`src/rtl/jogo_pkg.sv`:
```
// Shared types and constants for the score/lives/wave sequencer.
package jogo_pkg;

  typedef enum logic [1:0] {
    JOGANDO = 2'd0,
    LIMPA   = 2'd1,
    NOVA    = 2'd2,
    FIM     = 2'd3
  } estado_t;

  typedef logic [3:0] digito_bcd_t;

  localparam logic [15:0] PONTOS_MAX  = 16'h9999;
  localparam logic [15:0] PONTOS_TETO = 16'h9990;

endpackage

```
`src/rtl/placar_fileira_soma_bcd.sv`:
```
// 4-digit BCD score +10 with clamp to 9999 once the sum would pass 9990.
module soma_bcd
  import jogo_pkg::*;
(
  input  logic [15:0] a_i,
  output logic [15:0] soma_o
);

  digito_bcd_t dez;
  digito_bcd_t cen;
  digito_bcd_t mil;

  // Tens digit +1 with ripple carry into hundreds and thousands.
  always_comb begin
    dez    = a_i[7:4];
    cen    = a_i[11:8];
    mil    = a_i[15:12];
    soma_o = a_i;
    if (a_i >= PONTOS_TETO) begin
      soma_o = PONTOS_MAX;
    end else begin
      if (dez == 4'd9) begin
        dez = '0;
        if (cen == 4'd9) begin
          cen = '0;
          mil = mil + 4'd1;
        end else begin
          cen = cen + 4'd1;
        end
      end else begin
        dez = dez + 4'd1;
      end
      soma_o = {mil, cen, dez, a_i[3:0]};
    end
  end

endmodule

```
`src/rtl/placar_fileira.sv`:
```
// Score, lives and wave sequencer fed by the enemy-row block.
// Optional macro PLACAR_RECORDE_EN adds the high-score output `recorde`.
module placar_fileira
  import jogo_pkg::*;
#(
  parameter int unsigned N_INIMIGOS     = 5,
  parameter int unsigned VIDAS_INICIAIS = 3,
  parameter int unsigned ESPERA_ONDA    = 50_000_000
) (
  input  logic                  CLOCK_50,
  input  logic                  reset,
  input  logic                  reiniciarJogo,
  input  logic                  pausa,
  input  logic [N_INIMIGOS-1:0] vivo,
  input  logic [1:0]            n_batidas,
  output logic [15:0]           pontos,
  output logic [1:0]            vidas,
  output logic [3:0]            onda,
  output logic                  nova_onda,
`ifdef PLACAR_RECORDE_EN
  output logic [15:0]           recorde,
`endif
  output logic                  fim_jogo
);

  localparam int unsigned TW       = $clog2(ESPERA_ONDA);
  localparam logic [1:0]  VIDAS_INI = 2'(VIDAS_INICIAIS);

  logic [N_INIMIGOS-1:0] vivo_s1_q, vivo_s2_q, vivo_ant_q;
  logic [1:0]            bat_s1_q, bat_s2_q, bat_ant_q;
  logic [2:0]            pend_q, pend_d;
  logic [8:0]            pend_soma;
  logic [7:0]            abatidos;
  logic [15:0]           pontos_q, pontos_d, pontos_mais10;
  logic [1:0]            vidas_q, vidas_d;
  logic [3:0]            onda_q, onda_d;
  logic                  batida_pend_q, batida_pend_d;
  logic                  armado_q, armado_d;
  estado_t               estado_q, estado_d;
  logic [TW-1:0]         timer_q, timer_d;
  logic                  nova_q, fim_q;
  logic                  batida, drena, em_jogo, linha_vazia;

  soma_bcd u_soma (
    .a_i    (pontos_q),
    .soma_o (pontos_mais10)
  );

  // Two-flop synchronizers plus one history register for edge detection.
  always_ff @(posedge CLOCK_50 or negedge reset) begin
    if (!reset) begin
      vivo_s1_q  <= '0;
      vivo_s2_q  <= '0;
      vivo_ant_q <= '0;
      bat_s1_q   <= '0;
      bat_s2_q   <= '0;
      bat_ant_q  <= '0;
    end else if (reiniciarJogo) begin
      vivo_s1_q  <= '0;
      vivo_s2_q  <= '0;
      vivo_ant_q <= '0;
      bat_s1_q   <= '0;
      bat_s2_q   <= '0;
      bat_ant_q  <= '0;
    end else begin
      vivo_s1_q  <= vivo;
      vivo_s2_q  <= vivo_s1_q;
      vivo_ant_q <= vivo_s2_q;
      bat_s1_q   <= n_batidas;
      bat_s2_q   <= bat_s1_q;
      bat_ant_q  <= bat_s2_q;
    end
  end

  // Count enemies that died this cycle and flag a new ship hit.
  always_comb begin
    abatidos = '0;
    for (int unsigned i = 0; i < N_INIMIGOS; i++) begin
      abatidos = abatidos + 8'(vivo_ant_q[i] & ~vivo_s2_q[i]);
    end
    batida      = (bat_s2_q != bat_ant_q) && (bat_s2_q != 2'd0);
    em_jogo     = (estado_q != FIM);
    drena       = em_jogo && !pausa && (pend_q != 3'd0);
    linha_vazia = (vivo_s2_q == '0);
  end

  // Pending kills, score drain and lives bookkeeping.
  always_comb begin
    pend_d        = pend_q;
    pend_soma     = '0;
    pontos_d      = pontos_q;
    vidas_d       = vidas_q;
    batida_pend_d = batida_pend_q;
    if (em_jogo) begin
      pend_soma = 9'(pend_q) + 9'(abatidos) - 9'(drena);
      pend_d    = (pend_soma > 9'd7) ? 3'd7 : pend_soma[2:0];
      if (drena) begin
        pontos_d = pontos_mais10;
      end
      if (!pausa) begin
        if (batida || batida_pend_q) begin
          if (vidas_q != 2'd0) begin
            vidas_d = vidas_q - 2'd1;
          end
          batida_pend_d = 1'b0;
        end
      end else if (batida) begin
        batida_pend_d = 1'b1;
      end
    end
  end

  // Wave sequencing FSM.
  // The "row just emptied" edge lasts one cycle, while the resulting kills are
  // still pending; armado_q remembers it until the drain finishes so LIMPA is
  // entered only once the score is up to date.
  always_comb begin
    estado_d = estado_q;
    timer_d  = timer_q;
    onda_d   = onda_q;
    armado_d = linha_vazia && (armado_q || (vivo_ant_q != '0));
    case (estado_q)
      JOGANDO: begin
        if (vidas_q == 2'd0) begin
          estado_d = FIM;
        end else if (armado_q && linha_vazia && (pend_q == 3'd0)) begin
          estado_d = LIMPA;
          armado_d = 1'b0;
          timer_d  = '0;
        end
      end
      LIMPA: begin
        if (vidas_q == 2'd0) begin
          estado_d = FIM;
        end else if (!pausa) begin
          if (timer_q == TW'(ESPERA_ONDA - 1)) begin
            estado_d = NOVA;
          end else begin
            timer_d = timer_q + TW'(1);
          end
        end
      end
      NOVA: begin
        if (onda_q != 4'hF) begin
          onda_d = onda_q + 4'd1;
        end
        timer_d  = '0;
        estado_d = JOGANDO;
      end
      FIM: begin
        estado_d = FIM;
      end
      default: estado_d = JOGANDO;
    endcase
  end

  // Game state registers; restart behaves like reset.
  always_ff @(posedge CLOCK_50 or negedge reset) begin
    if (!reset) begin
      pend_q        <= '0;
      pontos_q      <= '0;
      vidas_q       <= VIDAS_INI;
      onda_q        <= '0;
      batida_pend_q <= 1'b0;
      armado_q      <= 1'b0;
      estado_q      <= JOGANDO;
      timer_q       <= '0;
      nova_q        <= 1'b0;
      fim_q         <= 1'b0;
    end else if (reiniciarJogo) begin
      pend_q        <= '0;
      pontos_q      <= '0;
      vidas_q       <= VIDAS_INI;
      onda_q        <= '0;
      batida_pend_q <= 1'b0;
      armado_q      <= 1'b0;
      estado_q      <= JOGANDO;
      timer_q       <= '0;
      nova_q        <= 1'b0;
      fim_q         <= 1'b0;
    end else begin
      pend_q        <= pend_d;
      pontos_q      <= pontos_d;
      vidas_q       <= vidas_d;
      onda_q        <= onda_d;
      batida_pend_q <= batida_pend_d;
      armado_q      <= armado_d;
      estado_q      <= estado_d;
      timer_q       <= timer_d;
      nova_q        <= (estado_q == NOVA);
      fim_q         <= (estado_q == FIM);
    end
  end

`ifdef PLACAR_RECORDE_EN
  logic [15:0] recorde_q;

  // High score survives restarts; score is frozen while in FIM.
  always_ff @(posedge CLOCK_50 or negedge reset) begin
    if (!reset) begin
      recorde_q <= '0;
    end else if ((estado_q == FIM) && (pontos_q > recorde_q)) begin
      recorde_q <= pontos_q;
    end
  end

  assign recorde = recorde_q;
`endif

  assign pontos    = pontos_q;
  assign vidas     = vidas_q;
  assign onda      = onda_q;
  assign nova_onda = nova_q;
  assign fim_jogo  = fim_q;

endmodule

```
`config.mk`:
```
export PLATFORM = sky130hd
export DESIGN_NAME = placar_fileira
export DESIGN_NICKNAME = d
export VERILOG_FILES = /design/src/rtl/jogo_pkg.sv /design/src/rtl/placar_fileira_soma_bcd.sv /design/src/rtl/placar_fileira.sv
export SDC_FILE = /design/constraint.sdc
export NUM_CORES = 1
export LEC_CHECK = 0
export ABC_AREA = 1
export BUFFER_PORTS_ARGS = -buffer_cell sky130_fd_sc_hd__buf_2
export CAP_MARGIN = 30
export CORE_MARGIN = 3
export CORE_UTILIZATION = 56
export CTS_CLUSTER_DIAMETER = 80
export DETAILED_ROUTE_END_ITERATION = 8
export PLACE_DENSITY_LB_ADDON = 0.1
export SLEW_MARGIN = 15
export SYNTH_ARGS = -nofsm -noshare
export SYNTH_HDL_FRONTEND = slang
export SYNTH_SLANG_ARGS = --single-unit
```
`constraint.sdc`:
```
create_clock -name CLOCK_50 -period 4.52 [get_ports CLOCK_50]
set_input_delay 0.904 -clock CLOCK_50 [delete_from_list [all_inputs] [get_ports CLOCK_50]]
set_output_delay 0.904 -clock CLOCK_50 [all_outputs]
set_load 0.02 [all_outputs]
```
# == Word-level counts from Yosys, hierarchy flattened ==
# Cells that the tools add are included.
# Widths: inputs -> output; s select.
# classes
n_addsub,12
n_mul,0
div,0
order_cmp,2
eq_ne,19
shifts,0
muxes,51
n_bitwise,10
n_reduce_logical,37
# ops
op,n
$mux 26,6
$pmux 26 s3,1
$mux 16,4
$and 1x8->8,5
$not 1->8,5
$add 8x8->8,4
$mux 4,8
$mux 2,14
$add 26x1->26 const B,1
$eq 26x26->1 const B,1
$reduce_bool 2->1,9
$add 4x1->4 const B,4
$ge 16x16->1 const B,1
$ne 4x4->1 const B,4
$mux 5,3
$ne 3x3->1 const B,5
$reduce_and 3->1,4
$reduce_bool 3->1,4
$mux 1,11
$add 3x8->9,1
$gt 9x3->1 const B,1
$mux 3,3
$sub 9x1->9,1
$eq 4x4->1 const B,2
other kinds (18),29
# totals
ff_bits,78
latch_bits,0
ram_bits,0
rom_bits,0
elab_cells,150
mem_count,0

# == Longest topological paths before layout ==
# depth
ltp_word,12
ltp_mapped,17
mapped_depth_nobuf,17

# == Cells and area by module ==
# Synthesis repeated with hierarchy kept, for this count alone.
# hier_totals
hier_cells,710
area_unflattened_um2,4923.5
# by_module_without_submodules
module,instances,cells_each,area_each_um2,seq_area_each_um2
placar_fileira,1,615,4465.5,1954.4
soma_bcd,1,95,457.9,0.0

# == Least setup slack after synthesis ==
# Ideal clock, no wire load.
# synth_path
path_kind,register to register
startpoint,register vivo_s2_q[0]
endpoint,register pend_q[2]
setup_time_ps,82
arrival_time_ps,3017
setup_slack_ps,1420
stages_incl_launch_ff,18
n_path_buf,0
path_cell_list,dfrtp_1 > inv_1 > nand2_1 > fa_1 > fa_1 > inv_1 > ha_1 > inv_1 > ha_1 > inv_1 > ha_1 > a21oi_1 > inv_1 > a21oi_1 > ha_1 > nand3b_1 > a21oi_1 > o22ai_1
# synth_via
elab_chain_len,12
# synth_rtl
element,line_no,rtl
"start, declared",placar_fileira.sv:29,"logic [N_INIMIGOS-1:0] vivo_s1_q, vivo_s2_q, vivo_ant_q;"
"start signal, assigned",placar_fileira.sv:67,vivo_s2_q <= vivo_s1_q;
$not 1->8 (*),placar_fileira.sv:79,abatidos = abatidos + 8'(vivo_ant_q[i] & ~vivo_s2_q[i]);
$and 1x8->8 (*),placar_fileira.sv:79,
$add 8x8->8 (*) (4 in series),placar_fileira.sv:79,
$add 3x8->9 (*),placar_fileira.sv:95,pend_soma = 9'(pend_q) + 9'(abatidos) - 9'(drena);
$sub 9x1->9 (*),placar_fileira.sv:95,
$gt 9x3->1,placar_fileira.sv:96,pend_d = (pend_soma > 9'd7) ? 3'd7 : pend_soma[2:0];
$mux 3 (*),placar_fileira.sv:96,
$mux 3 (*),placar_fileira.sv:94,if (em_jogo) begin
$mux 3 (*),placar_fileira.sv:170,end else if (reiniciarJogo) begin
"end signal, assigned",placar_fileira.sv:182,pend_q <= pend_d;
"end, declared",placar_fileira.sv:31,"logic [2:0] pend_q, pend_d;"
# Every way passes the cells marked *; elsewhere a longest branch is shown, timed or not. The select of a mux whose other input is x is not followed.
# A chain may end at the register's enable or synchronous reset.

# == Final worst setup path ==
# layout_path
startpoint,register vivo_s2_q[0]
endpoint,register pend_q[0]
# Same word-level chain as after synthesis.

==> flow_metrics.env <==
export IMPL_outcome="complete, no violations"
export IMPL_synth_edff_count=0
export IMPL_max_cap_viol_count=0
export IMPL_place_gp_congestion=0.8970
export IMPL_track_usage=0.2219
export IMPL_drc=0
export IMPL_setup_slack_ns=1.174
export IMPL_ys_types=41
export IMPL_ys_warn_count=0
export IMPL_vias_per_cell=5.244
export IMPL_io_pins=35
export IMPL_grt_setup_unrepaired="false"
export IMPL_area_growth_pct=9.581
export IMPL_cts_buffers=9
export IMPL_clkTransAtPathRegs_ns=0.09
export IMPL_setup_violations=0
export IMPL_place_hpwl_um=7021
export IMPL_path_common_cell="inv_1"
export IMPL_start_kind="register"
export IMPL_multi_input_area_um2=2303
export IMPL_crit_type="reg2reg"
export IMPL_tightest_slew_ns=0.8778
export IMPL_first_iter_violations=264
export IMPL_die_y_um=96.60
export IMPL_p_leak_nw=2.478
export IMPL_peakVddDrop_mv=0.1965
export IMPL_finalWirelength_um=9944
export IMPL_mappedNetlistArea_um2=4597
export IMPL_relSlewSlack=0.4148
export IMPL_core_rowCount=32
export IMPL_post_cts_buffers=0
export IMPL_grt_busiest_layer="met2"
export IMPL_antenna_found_initial=0
export IMPL_drive_above_1_share=0.1066
export IMPL_synthesis_instances=650
export IMPL_crit_required_ns=4.81
export IMPL_cp_max_fo=3
export IMPL_use_met1=0.2893
export IMPL_nFillCells=723
export IMPL_ys_ff_latch=75
export IMPL_dp_slack_ns=1.198
export IMPL_grt_overflow_total=0
export IMPL_slew_violations=0
export IMPL_worstPathCellList="inv_1, nand2_1, fa_1, fa_1, inv_1, ha_1, inv_1, ha_1, inv_1, ha_1, a21oi_1, inv_1, a21oi_1, ha_1, nand3b_1, nor2_1, o22ai_1"
export IMPL_fp_dieArea_um2=9332
export IMPL_core_um2=7848
export IMPL_die_width_um=96.60
export IMPL_met3_usage=0.04398
export IMPL_insertedDiodeCount=0
export IMPL_grt_pass1_vias=3883
export IMPL_h_tree_depth=3
export IMPL_cts_resized=0
export IMPL_max_stage_delay_ns=0.51
export IMPL_drt_wirelength_per_cell_um=12.64
export IMPL_worstSkewPairLatency_ns=0.37
export IMPL_dr_pass1_iters=5
export IMPL_hp_class="in2async"
export IMPL_grt_pass1_wl_um=17430
export IMPL_seq_area_frac_synth=0.4088
export IMPL_via_count=4127
export IMPL_drtAntennaViolNets=0
export IMPL_timing_final_crit_period_ns=3.346
export IMPL_final_nets=711
export IMPL_start_util=0.5858
export IMPL_fin_crit_sh=0.7403
export IMPL_arrival_ns=3.63
export IMPL_grtUsageMet2=0.3668
export IMPL_cts_sinks=75
export IMPL_seqCellArea_um2=1879
export IMPL_powerDensity_nw_per_um2=396.1
export IMPL_cts_root_buf="clkbuf_8"
export IMPL_syn_area_per_cell_um2=7.072
export IMPL_cts_tree="done"
export IMPL_grt_max_degree=76
export IMPL_setup_tns_ns=0
export IMPL_crit_slowest_cell="fa_1"
export IMPL_async_reset_ff_frac=1.000
export IMPL_timing_fmax_mhz=298.8
export IMPL_portBuffers=32
export IMPL_clock_skew_final_ns=0.01246
export IMPL_crit_path_end_kind="register"
export IMPL_synthFlopType="dfrtp_1"
export IMPL_final_hold_viol_count=0
export IMPL_finalPower_mw=1.995
export IMPL_cts_hold_fix_buffers=0
export IMPL_clock_path_buffers=2
==> through the flow <==
stage | area [um2] | util | hold slack (ns) | cells
3_3_place_gp | 4803 | 0.6121 | 0.4409 | 770
5_1_grt | 5037 | 0.6419 | 0.3696 | 787
2_1_floorplan | 4601 | - | 0.4340 | 651
6_report | 5037 | 0.6419 | 0.3679 | 787
4_1_cts | 5010 | 0.6384 | 0.4663 | 786
3_5_place_dp | 4803 | 0.6121 | 0.4454 | 770
==> power breakdown <==
part | internal, mW | switching (mW) | leakage [nW] | total [mW]
logic | 0.197 | 0.437 | 1.37 | 0.634
clock network | 0.265 | 0.288 | 0.0988 | 0.553
registers | 0.739 | 0.0691 | 1.01 | 0.808
==> path summary, 6_finish.rpt <==
path | to | slack [ns] | startpoint | cells after the start
worst max-delay path | pend_q[0]$_DFFE_PN0N_ | 1.17 | vivo_s2_q[0]$_DFF_PN0_ | 17
worst min-delay path | pend_q[2]$_DFFE_PN0N_ | 0.37 | reset | 1
worst max register to register | pend_q[0]$_DFFE_PN0N_ | 1.17 | vivo_s2_q[0]$_DFF_PN0_ | 17
worst min register to register | vivo_s2_q[2]$_DFF_PN0_ | 0.46 | vivo_s1_q[2]$_DFF_PN0_ | 2
max in group asynchronous | vidas[1]$_DFFE_PN1P_ | 3.56 | reset | 2
min in group CLOCK_50 | vivo_s2_q[2]$_DFF_PN0_ | 0.46 | vivo_s1_q[2]$_DFF_PN0_ | 2
==> worst max-delay path, delay by kind of cell, from the launching register on <==
kind            cells  cell delay [ns]
fa+ha+maj           6             1.85
compound gates      3             0.42
buf+inv             5             0.35
flops               1             0.39
simple gates        3             0.27
==> cells in the final DEF, fill, tap and decap left out, types with 2 or more instances in the layout <==
cell and n:
a21oi_1 14, a31oi_1 2, buf_2 31, buf_4 2
clkbuf_8 9, clkinv_1 2, clkinvlp_4 2, conb_1 2
dfrtp_1 73, dfstp_2 2, fa_1 3, ha_1 17
inv_1 80, inv_2 4, inv_6 3, nand2_1 200
nand2_2 4, nand2_4 2, nand3_1 48, nand3b_1 2
nand4_1 8, nor2_1 108, nor2_2 4, nor2_4 2
nor3_1 6, nor4_1 7, o211ai_1 2, o21ai_0 15
o21ai_1 6, o21bai_1 7, o22ai_1 3, xor2_1 3
==> flip-flops by register name (all words and copies together), names as in the netlist, 3 cells and up <==
name,flops
timer_q,26
pontos,13
vivo_ant_q,5
vivo_s1_q,5
vivo_s2_q,5
onda,4
pend_q,3
==> cell type report <==
class	instances	area share
multi-input combinational	474	0.4573
sequential	75	0.3731
inverter	86	0.06408
timing repair buffer	34	0.03924
tap	102	0.02534
clock buffer	9	0.02459
clock inverter	7	0.01639
==> kinds of logic after synthesis <==
logic type	after synthesis	share of synthesized area
buffers and inverters	102	0.09091
adder cells (fa/ha/maj)	20	0.05934
other	1	0.0008158
flip-flops	75	0.4088
XOR/XNOR	4	0.007623
AND/OR/NAND/NOR	395	0.3639
AO/OA/AOI/OAI	53	0.06859
==> synthesized netlist by cell type (3+ instances only) <==
cell | n | share of area
nand2_2 | 4 | 0.0054
fa_1 | 3 | 0.013
nand4_1 | 8 | 0.011
nor3_1 | 6 | 0.0065
dfrtp_1 | 73 | 0.40
inv_1 | 80 | 0.065
nand3_1 | 48 | 0.052
o22ai_1 | 3 | 0.0041
inv_2 | 4 | 0.0033
buf_1 | 4 | 0.0033
o21ai_0 | 15 | 0.016
ha_1 | 17 | 0.046
xor2_1 | 3 | 0.0057
nor4_1 | 7 | 0.0095
nand2_1 | 200 | 0.16
nor2_1 | 108 | 0.088
buf_2 | 4 | 0.0044
o21bai_1 | 7 | 0.011
o21ai_1 | 6 | 0.0065
nor2_2 | 4 | 0.0054
buf_4 | 4 | 0.0065
a21oi_1 | 14 | 0.015
==> metal layers <==
| layer | wire length (um) | up-vias |
|---|---|---|
| met2 | 4722 | 97 |
| li1 | - | 2092 |
| met3 | 496 | 18 |
| met1 | 4584 | 1920 |
| met4 | 141 | 0 |
| met5 | 0 | - |
Power figures use the tool's default switching activity.
